--- config.mk ---
export PLATFORM = sky130hd
export DESIGN_NAME = mem_access_unit
export DESIGN_NICKNAME = d
export VERILOG_FILES = /design/src/rtl/mem_access_unit.sv
export SDC_FILE = /design/constraint.sdc
export NUM_CORES = 1
export LEC_CHECK = 0
export CAP_MARGIN = 20
export CORE_MARGIN = 10
export CORE_UTILIZATION = 41
export DETAILED_ROUTE_END_ITERATION = 16
export PLACE_DENSITY = 0.81
export SLEW_MARGIN = 20
export SYNTH_ARGS = -nofsm -noshare
export SYNTH_HDL_FRONTEND = slang
export SYNTH_SLANG_ARGS = --single-unit
--- constraint.sdc ---
create_clock -name CLK -period 2.2 [get_ports CLK]
set_input_delay 0.22 -clock CLK [delete_from_list [all_inputs] [get_ports CLK]]
set_output_delay 0.22 -clock CLK [all_outputs]
set_load 0.01 [all_outputs]
--- src/rtl/mem_access_unit.sv ---
// mem_access_unit: MEM-stage data-memory access controller.
//
// Sits between the EX/MEM and MEM/WB pipeline registers. A load or store from
// EX/MEM is turned into a registered request/acknowledge transaction with a
// variable-latency data memory. Stall freezes the upstream pipeline until the
// access completes. A DONE cycle with Stall low lets MEM/WB capture readData
// before the next EX/MEM contents are looked at.
//
// Optional feature: define MEM_MISALIGN_CHECK_EN to add the misalign output and
// reject accesses whose byte address is not word aligned (no memory request).
//
// Ports:
//   CLK, RST_N           clock (rising edge), asynchronous active-low reset
//   MemRead, MemWrite    EX/MEM access request (both set = store)
//   ALUResult            byte address of the access
//   WriteData            store data
//   mem_req, mem_we      registered memory request / write enable
//   mem_addr, mem_wdata  registered address / store data, stable while mem_req
//   mem_ack, mem_rdata   single-cycle completion pulse / read data
//   readData             registered load result to MEM/WB
//   Stall                combinational pipeline freeze
//   bus_err              one-cycle pulse when an access times out
//   misalign             one-cycle pulse on a rejected unaligned access (optional)

module mem_access_unit #(
   parameter int unsigned TIMEOUT_CYCLES = 255,
   parameter logic [31:0] ERR_DATA       = 32'hDEADBEEF
) (
   input  logic        CLK,
   input  logic        RST_N,
   input  logic        MemRead,
   input  logic        MemWrite,
   input  logic [31:0] ALUResult,
   input  logic [31:0] WriteData,
   output logic        mem_req,
   output logic        mem_we,
   output logic [31:0] mem_addr,
   output logic [31:0] mem_wdata,
   input  logic        mem_ack,
   input  logic [31:0] mem_rdata,
   output logic [31:0] readData,
   output logic        Stall,
   output logic        bus_err
`ifdef MEM_MISALIGN_CHECK_EN
   ,
   output logic        misalign
`endif
);

   typedef enum logic [1:0] {
      StIdle = 2'd0,
      StBusy = 2'd1,
      StDone = 2'd2
   } state_e;

   // Last BUSY cycle index; BUSY lasts at most TIMEOUT_CYCLES cycles.
   localparam logic [7:0] CntLast = 8'(TIMEOUT_CYCLES - 1);

   state_e      state_q;
   logic        mem_req_q;
   logic        mem_we_q;
   logic [31:0] mem_addr_q;
   logic [31:0] mem_wdata_q;
   logic [31:0] read_data_q;
   logic        bus_err_q;
   logic [7:0]  cnt_q;

   logic        access;
   logic        misaligned;

   assign access = MemRead | MemWrite;

`ifdef MEM_MISALIGN_CHECK_EN
   logic misalign_q;
   assign misaligned = (ALUResult[1:0] != 2'b00);
   assign misalign   = misalign_q;
`else
   assign misaligned = 1'b0;
`endif

   always_ff @(posedge CLK or negedge RST_N) begin
      if (!RST_N) begin
         state_q     <= StIdle;
         mem_req_q   <= 1'b0;
         mem_we_q    <= 1'b0;
         mem_addr_q  <= 32'h0;
         mem_wdata_q <= 32'h0;
         read_data_q <= 32'h0;
         bus_err_q   <= 1'b0;
         cnt_q       <= 8'h0;
`ifdef MEM_MISALIGN_CHECK_EN
         misalign_q  <= 1'b0;
`endif
      end else begin
         // Status pulses only live for the single DONE cycle.
         bus_err_q <= 1'b0;
`ifdef MEM_MISALIGN_CHECK_EN
         misalign_q <= 1'b0;
`endif
         case (state_q)
            StIdle: begin
               // mem_ack is deliberately ignored here.
               if (access) begin
                  if (misaligned) begin
`ifdef MEM_MISALIGN_CHECK_EN
                     misalign_q <= 1'b1;
`endif
                     state_q <= StDone;
                  end else begin
                     mem_addr_q  <= ALUResult;
                     mem_wdata_q <= WriteData;
                     mem_we_q    <= MemWrite;  // read+write together is a store
                     mem_req_q   <= 1'b1;
                     cnt_q       <= 8'h0;
                     state_q     <= StBusy;
                  end
               end
            end
            StBusy: begin
               if (mem_ack) begin
                  if (!mem_we_q) begin
                     read_data_q <= mem_rdata;
                  end
                  mem_req_q <= 1'b0;
                  cnt_q     <= 8'h0;
                  state_q   <= StDone;
               end else if (cnt_q == CntLast) begin
                  if (!mem_we_q) begin
                     read_data_q <= ERR_DATA;
                  end
                  mem_req_q <= 1'b0;
                  cnt_q     <= 8'h0;
                  bus_err_q <= 1'b1;
                  state_q   <= StDone;
               end else begin
                  cnt_q <= cnt_q + 8'h1;
               end
            end
            StDone: begin
               // One unstalled cycle so the served instruction leaves EX/MEM
               // before its request signals could be seen again.
               state_q <= StIdle;
            end
            default: begin
               state_q <= StIdle;
            end
         endcase
      end
   end

   // Stall is forced low while reset is held so the pipeline is not frozen.
   always_comb begin
      Stall = 1'b0;
      if (RST_N) begin
         case (state_q)
            StIdle:  Stall = access;
            StBusy:  Stall = 1'b1;
            default: Stall = 1'b0;
         endcase
      end
   end

   assign mem_req   = mem_req_q;
   assign mem_we    = mem_we_q;
   assign mem_addr  = mem_addr_q;
   assign mem_wdata = mem_wdata_q;
   assign readData  = read_data_q;
   assign bus_err   = bus_err_q;

endmodule

* Word level (Yosys, flattened, before mapping)
Cells that the tools add are included.
** Cells by class
- Reductions and logical operators :: 8
- Bitwise logic cells :: 2
- Muxes and demuxes :: 21
- Add/subtract/negate cells :: 1
- Eq/ne operators :: 4
** Operator list (number)
- $mux W32 :: 4
- $mux W8 :: 3
- $pmux W8 S2 :: 1
- $add A8 B1 Y8 const B :: 1
- $eq A8 B8 Y1 const B :: 1
- $mux W1 :: 7
- $mux W2 :: 3
- $reduce_and A2 Y1 :: 3
- $reduce_and A3 Y1 :: 2
- $pmux W1 S2 :: 2
- $pmux W2 S2 :: 1
- $reduce_bool A2 Y1 :: 2
- $ne A3 B3 Y1 const B :: 1
- $eq A2 B1 Y1 const B :: 1
- $logic_not A2 Y1 :: 1
- $ne A2 B2 Y1 const B :: 1
- $not A1 Y1 :: 1
- $or A1 B1 Y1 :: 1
** Word-level totals
- Logic and storage cells :: 44
- Input bits :: 101
- Output and inout bits :: 100
- Register bits :: 109

* Logic depth before layout (Yosys ltp)
- Depth in word-level cells :: 4
- Gate-level depth with buffers :: 7
- Depth with buffers taken out :: 6

* Worst setup path after synthesis
OpenSTA, ideal clock, no wires.
- Path kind :: flip-flop to flip-flop
- Start point :: reg cnt_q[0]
- End point :: reg read_data_q[14] (netlist: readData[14])
- Cell stages (with the launch flop) :: 8
- Required time :: 2.079 ns
- Clock period less this slack :: 1.581 ns
- Data arrival time :: 1.460 ns
- Library setup time :: 0.121 ns
- Path slack :: 0.619 ns
- Path buffers :: 1
- Cell sequence :: dfrtp_1 inv_1 ha_1 and3_2 a21oi_2 or3_1 buf_6 a22o_1
** On the way
- Word-level cells in the longest chain between the ends :: 3
** Ends and longest elaborated chain
- from (decl) :: line 66 : logic [7:0] cnt_q;
- from (signal assigned) :: line 136 : cnt_q <= cnt_q + 8'h1;
- $eq A8 B8 Y1 :: line 127 : end else if (cnt_q == CntLast) begin
- $reduce_bool A2 Y1 (no line)
- $reduce_and A3 Y1 (no line)
- to (signal assigned) :: line 122 : read_data_q <= mem_rdata;
- to (decl) :: line 64 : logic [31:0] read_data_q;
Every way passes these cells.
A chain may end at the register's enable or synchronous reset.

* Final worst setup path
- Start point :: reg cnt_q[0]
- End point :: reg read_data_q[28] (netlist: readData[28])
Same word-level chain as after synthesis.

==> metrics.md <==
| Metric | Value |
|---|---|
| R2R Path End | readData[28]$_DFFE_PN0P_ |
| Number of fill cells in the layout | approximately 700 |
| Vias | 3045 |
| Drt initial violations | 220 |
| Area of the mapped netlist | 0.00418 mm^2 |
| Ys Warns | 0 |
| HPWL Detailed | 9090 um |
| Clk buf depth | 2 |
| GPL Wtd Cong | 0.825 |
| GR Util All Layers | 0.161 |
| Area of the multi-input gates | 0.00136 mm^2 |
| Worst EP arrival | 2.25 ns |
| Tmin final | 1.95 ns |
| Die area | 0.0146 mm^2 |
| DRT Wirelength | 11900 um |
| Post-synth ARST share | 1.00 |
| Final Util | 0.667 |
| Drt drc | 0 |
| Sequential area share after synthesis | 0.652 |
| CP peak stage delay | 0.68 ns |
| Mux cell area share after synthesis | 0.172 |
| Wire per inst | 19.5 um |
| RSZ-0062 raised after global routing | false |
| Clock Skew | approximately 0.0064 ns |
| Sum Neg Setup Slack | 0 ns |
| Leakage | 2.67 nW |
| I/O pin count | 201 |
| Max-slew violation count | 0 |
| Levels on crit path | 6 |
| Area share of the largest cell type after synthesis | 0.652 |
| Fmax | 513 MHz |
| Postcts setup bufs | 0 |
| #FFs+latches synth | about 110 |
| Worst path cell trace | inv_1 -> ha_1 -> and3_2 -> a21oi_2 -> nor3_4 -> o22a_1 |
| Ant. Diodes | 0 |
| Startpoint types | register |
| Worst-Skew Late Latency | roughly 0.36 ns |
| IO buf count | 200 |
| Pwr Density | 1410 mW/mm^2 |
| Outcome | finished clean |
| Synthesized-area fraction occupied by adder cells | 0.00598 |
| Global-route wire length before repair | 18600 um |
| Most frequent cells in the layout | clkdlybuf4s50_1, dfrtp_1, mux2_2 |
| Setup Crit Path Kind | reg2reg |
| Synth area leader | dfrtp_1 |
| Slew at the pin closest to its max-slew limit | a little under 0.9 ns |
| GR Overflow Total | 0 |
| CP top delay family | simple AND/OR/NAND/NOR gates |
| Worst R2R Setup Slack | between 0.2 and 0.3 ns |
| Syn avg cell area | 15.3 um^2 |
| Clock transition at path regs | 0.10 ns |
| Largest family of logic cells by synthesized area | multiplexers |
| Placeable Area | 0.00986 mm^2 |
| CP max stage cell | nor3_4 |
| Synth Net Count | 377 |
| Vias in the first global route | 3313 |
| Initial antenna violation count | 0 |
| Synth Area in Compound Gates | 0.0844 |
| Row count | 36 |
| Clk sinks | between 100 and 150 |
| XOR/XNOR share of the synthesized area | 0.0105 |
| Final Hold Viols | 0 |
| Critical Path End Type | register |
| Drt pass-1 iters | 4 |
| Max-Cap Viols | 0 |
| CTS root buf | clkbuf_8 |
| Slew headroom | 0.414 |
| Initial Utilization | 0.424 |
| Top FF cell, synth | dfrtp_1 |
| P&R area growth vs syn | 57.3% |
| Tcrit/Tclk final | 0.886 |
| FF-to-FF Start | cnt_q[0]$_DFFE_PN0P_ |
| Largest net degree at the start of global routing | 110 |
| Number of flops mapped to enable cells by yosys | 0 |
| CP max FO | 24 |
| Yosys cell types | 32 |
| Vias per cell | 4.98 |
| H-Tree Depth | 3 |
| Mapped Cells | 274 |
| Leading cell type in the layout, fill and taps excluded | clkdlybuf4s50_1 |
| Critical Path RT | 2.50 ns |
| Buf/Inv on CP | 1 |
| Worst setup margin | 0.251 ns |
| Nets | a little under 600 |
| CP Capture Point | readData[28]$_DFFE_PN0P_ |
| Worst setup path startpoint | cnt_q[0]$_DFFE_PN0P_ |
| Peak VDD IR | 0.000717 V |
| CTS tree | yes |
| Simple logic cell fraction of the synthesized area | 0.0506 |
| Proportion of layout cells with a drive suffix above 1 | 0.192 |
| Chip height | approximately 120 um |
| Register Area | between 0.002 and 0.003 mm^2 |
| Die Width | 121 um |
| Area contributors post-synth | dfrtp_1, mux2_2, o22a_1, a22o_1, buf_4 |
| ANT nets after route | 0 |
| Pre-CTS WS | 0.287 ns |
| R2R cell count | 6 |
| Worst Hold Class | in2reg |
| CTS buffer count | 9 |
| Setup Viol. Count Final | 0 |
==> cells by family after synthesis <==
kind of cell	count (synthesis)
buffers and inverters	16
flip-flops	109
AO/OA/AOI/OAI	43
AND/OR/NAND/NOR	35
multiplexers	64
XOR/XNOR	5
adder cells (fa/ha/maj)	2
==> worst min-delay path by stage <==
stage,from,endpoint,cells after the start
detailed placement,RST_N,mem_addr[26]$_DFFE_PN0P_,2
CTS,WriteData[12],mem_wdata[12]$_DFFE_PN0P_,2
global route,WriteData[8],mem_wdata[8]$_DFFE_PN0P_,2
global placement,RST_N,mem_addr[26]$_DFFE_PN0P_,2
floorplan,RST_N,bus_err$_DFF_PN0_,0
finish,mem_rdata[17],readData[17]$_DFFE_PN0P_,2
==> stage by stage <==
stage                     power (mW)  hold WS, ns  area (um^2)  instances
after floorplan                 5.36      -0.0756         4180        274
after global placement          7.69        0.354         6300        595
after detailed placement        7.85        0.365         6300        595
after CTS                       9.43        0.435         6580        612
after global routing            9.84        0.441         6580        612
final                           9.28        0.459         6580        612
==> registers in the layout, indices dropped and copies added (netlist names) <==
name	flops
bus_err	1
cnt_q	8
mem_addr	32
mem_req	1
mem_wdata	32
mem_we	1
readData	32
state_q	2
==> area by class of cell <==
type,count,share of cell area
Clock buffer,10,0.0209
Clock inverter,6,0.0203
Inverter,1,0.000570
Multi-Input combinational cell,149,0.206
Sequential cell,109,0.414
Tap cell,133,0.0253
Timing Repair Buffer,204,0.313
==> worst reg2reg max path: cells and delay by family (launching register included) <==
family                     cells  cell delay [ns]
and+or+nand+nor                2             0.88
DFF                            1             0.44
AOI/OAI and AO/OA              2             0.37
adders and majority gates      1             0.13
buffers and inverters          1             0.08
==> per-layer routing <==
layer,up-vias,routed length (um),global-route usage
met3,11,1140,0.0549
met2,134,5820,0.270
met5,-,0,0
met4,0,115,0.0520
li1,1396,-,-
met1,1504,4860,0.190
==> power by group <==
part	leakage [nW]	switching, mW	internal (mW)	total, mW
Sequential	1.28	0.546	2.94	3.49
Clock	0.136	0.655	0.902	1.56
Combinational	1.25	1.63	2.61	4.24
Total	2.67	2.83	6.45	9.28
==> synth_stat cells (all sizes together), types with 2 or more instances <==
| cell | number |
|---|---|
| a22o | 9 |
| buf | 14 |
| dfrtp | 109 |
| ha | 2 |
| mux2 | 64 |
| nand2 | 4 |
| nand2b | 4 |
| nor2 | 6 |
| nor3 | 10 |
| nor3b | 2 |
| nor4 | 2 |
| o21ai | 6 |
| o22a | 24 |
| xnor2 | 5 |
==> timing repair <==
item | in CTS | in global routing
hold endpoints to repair | 109 | 0
hold buffers | 1 | 0
gates resized for setup | 0 | 0
No activity file was read; power rests on OpenSTA's default activity.
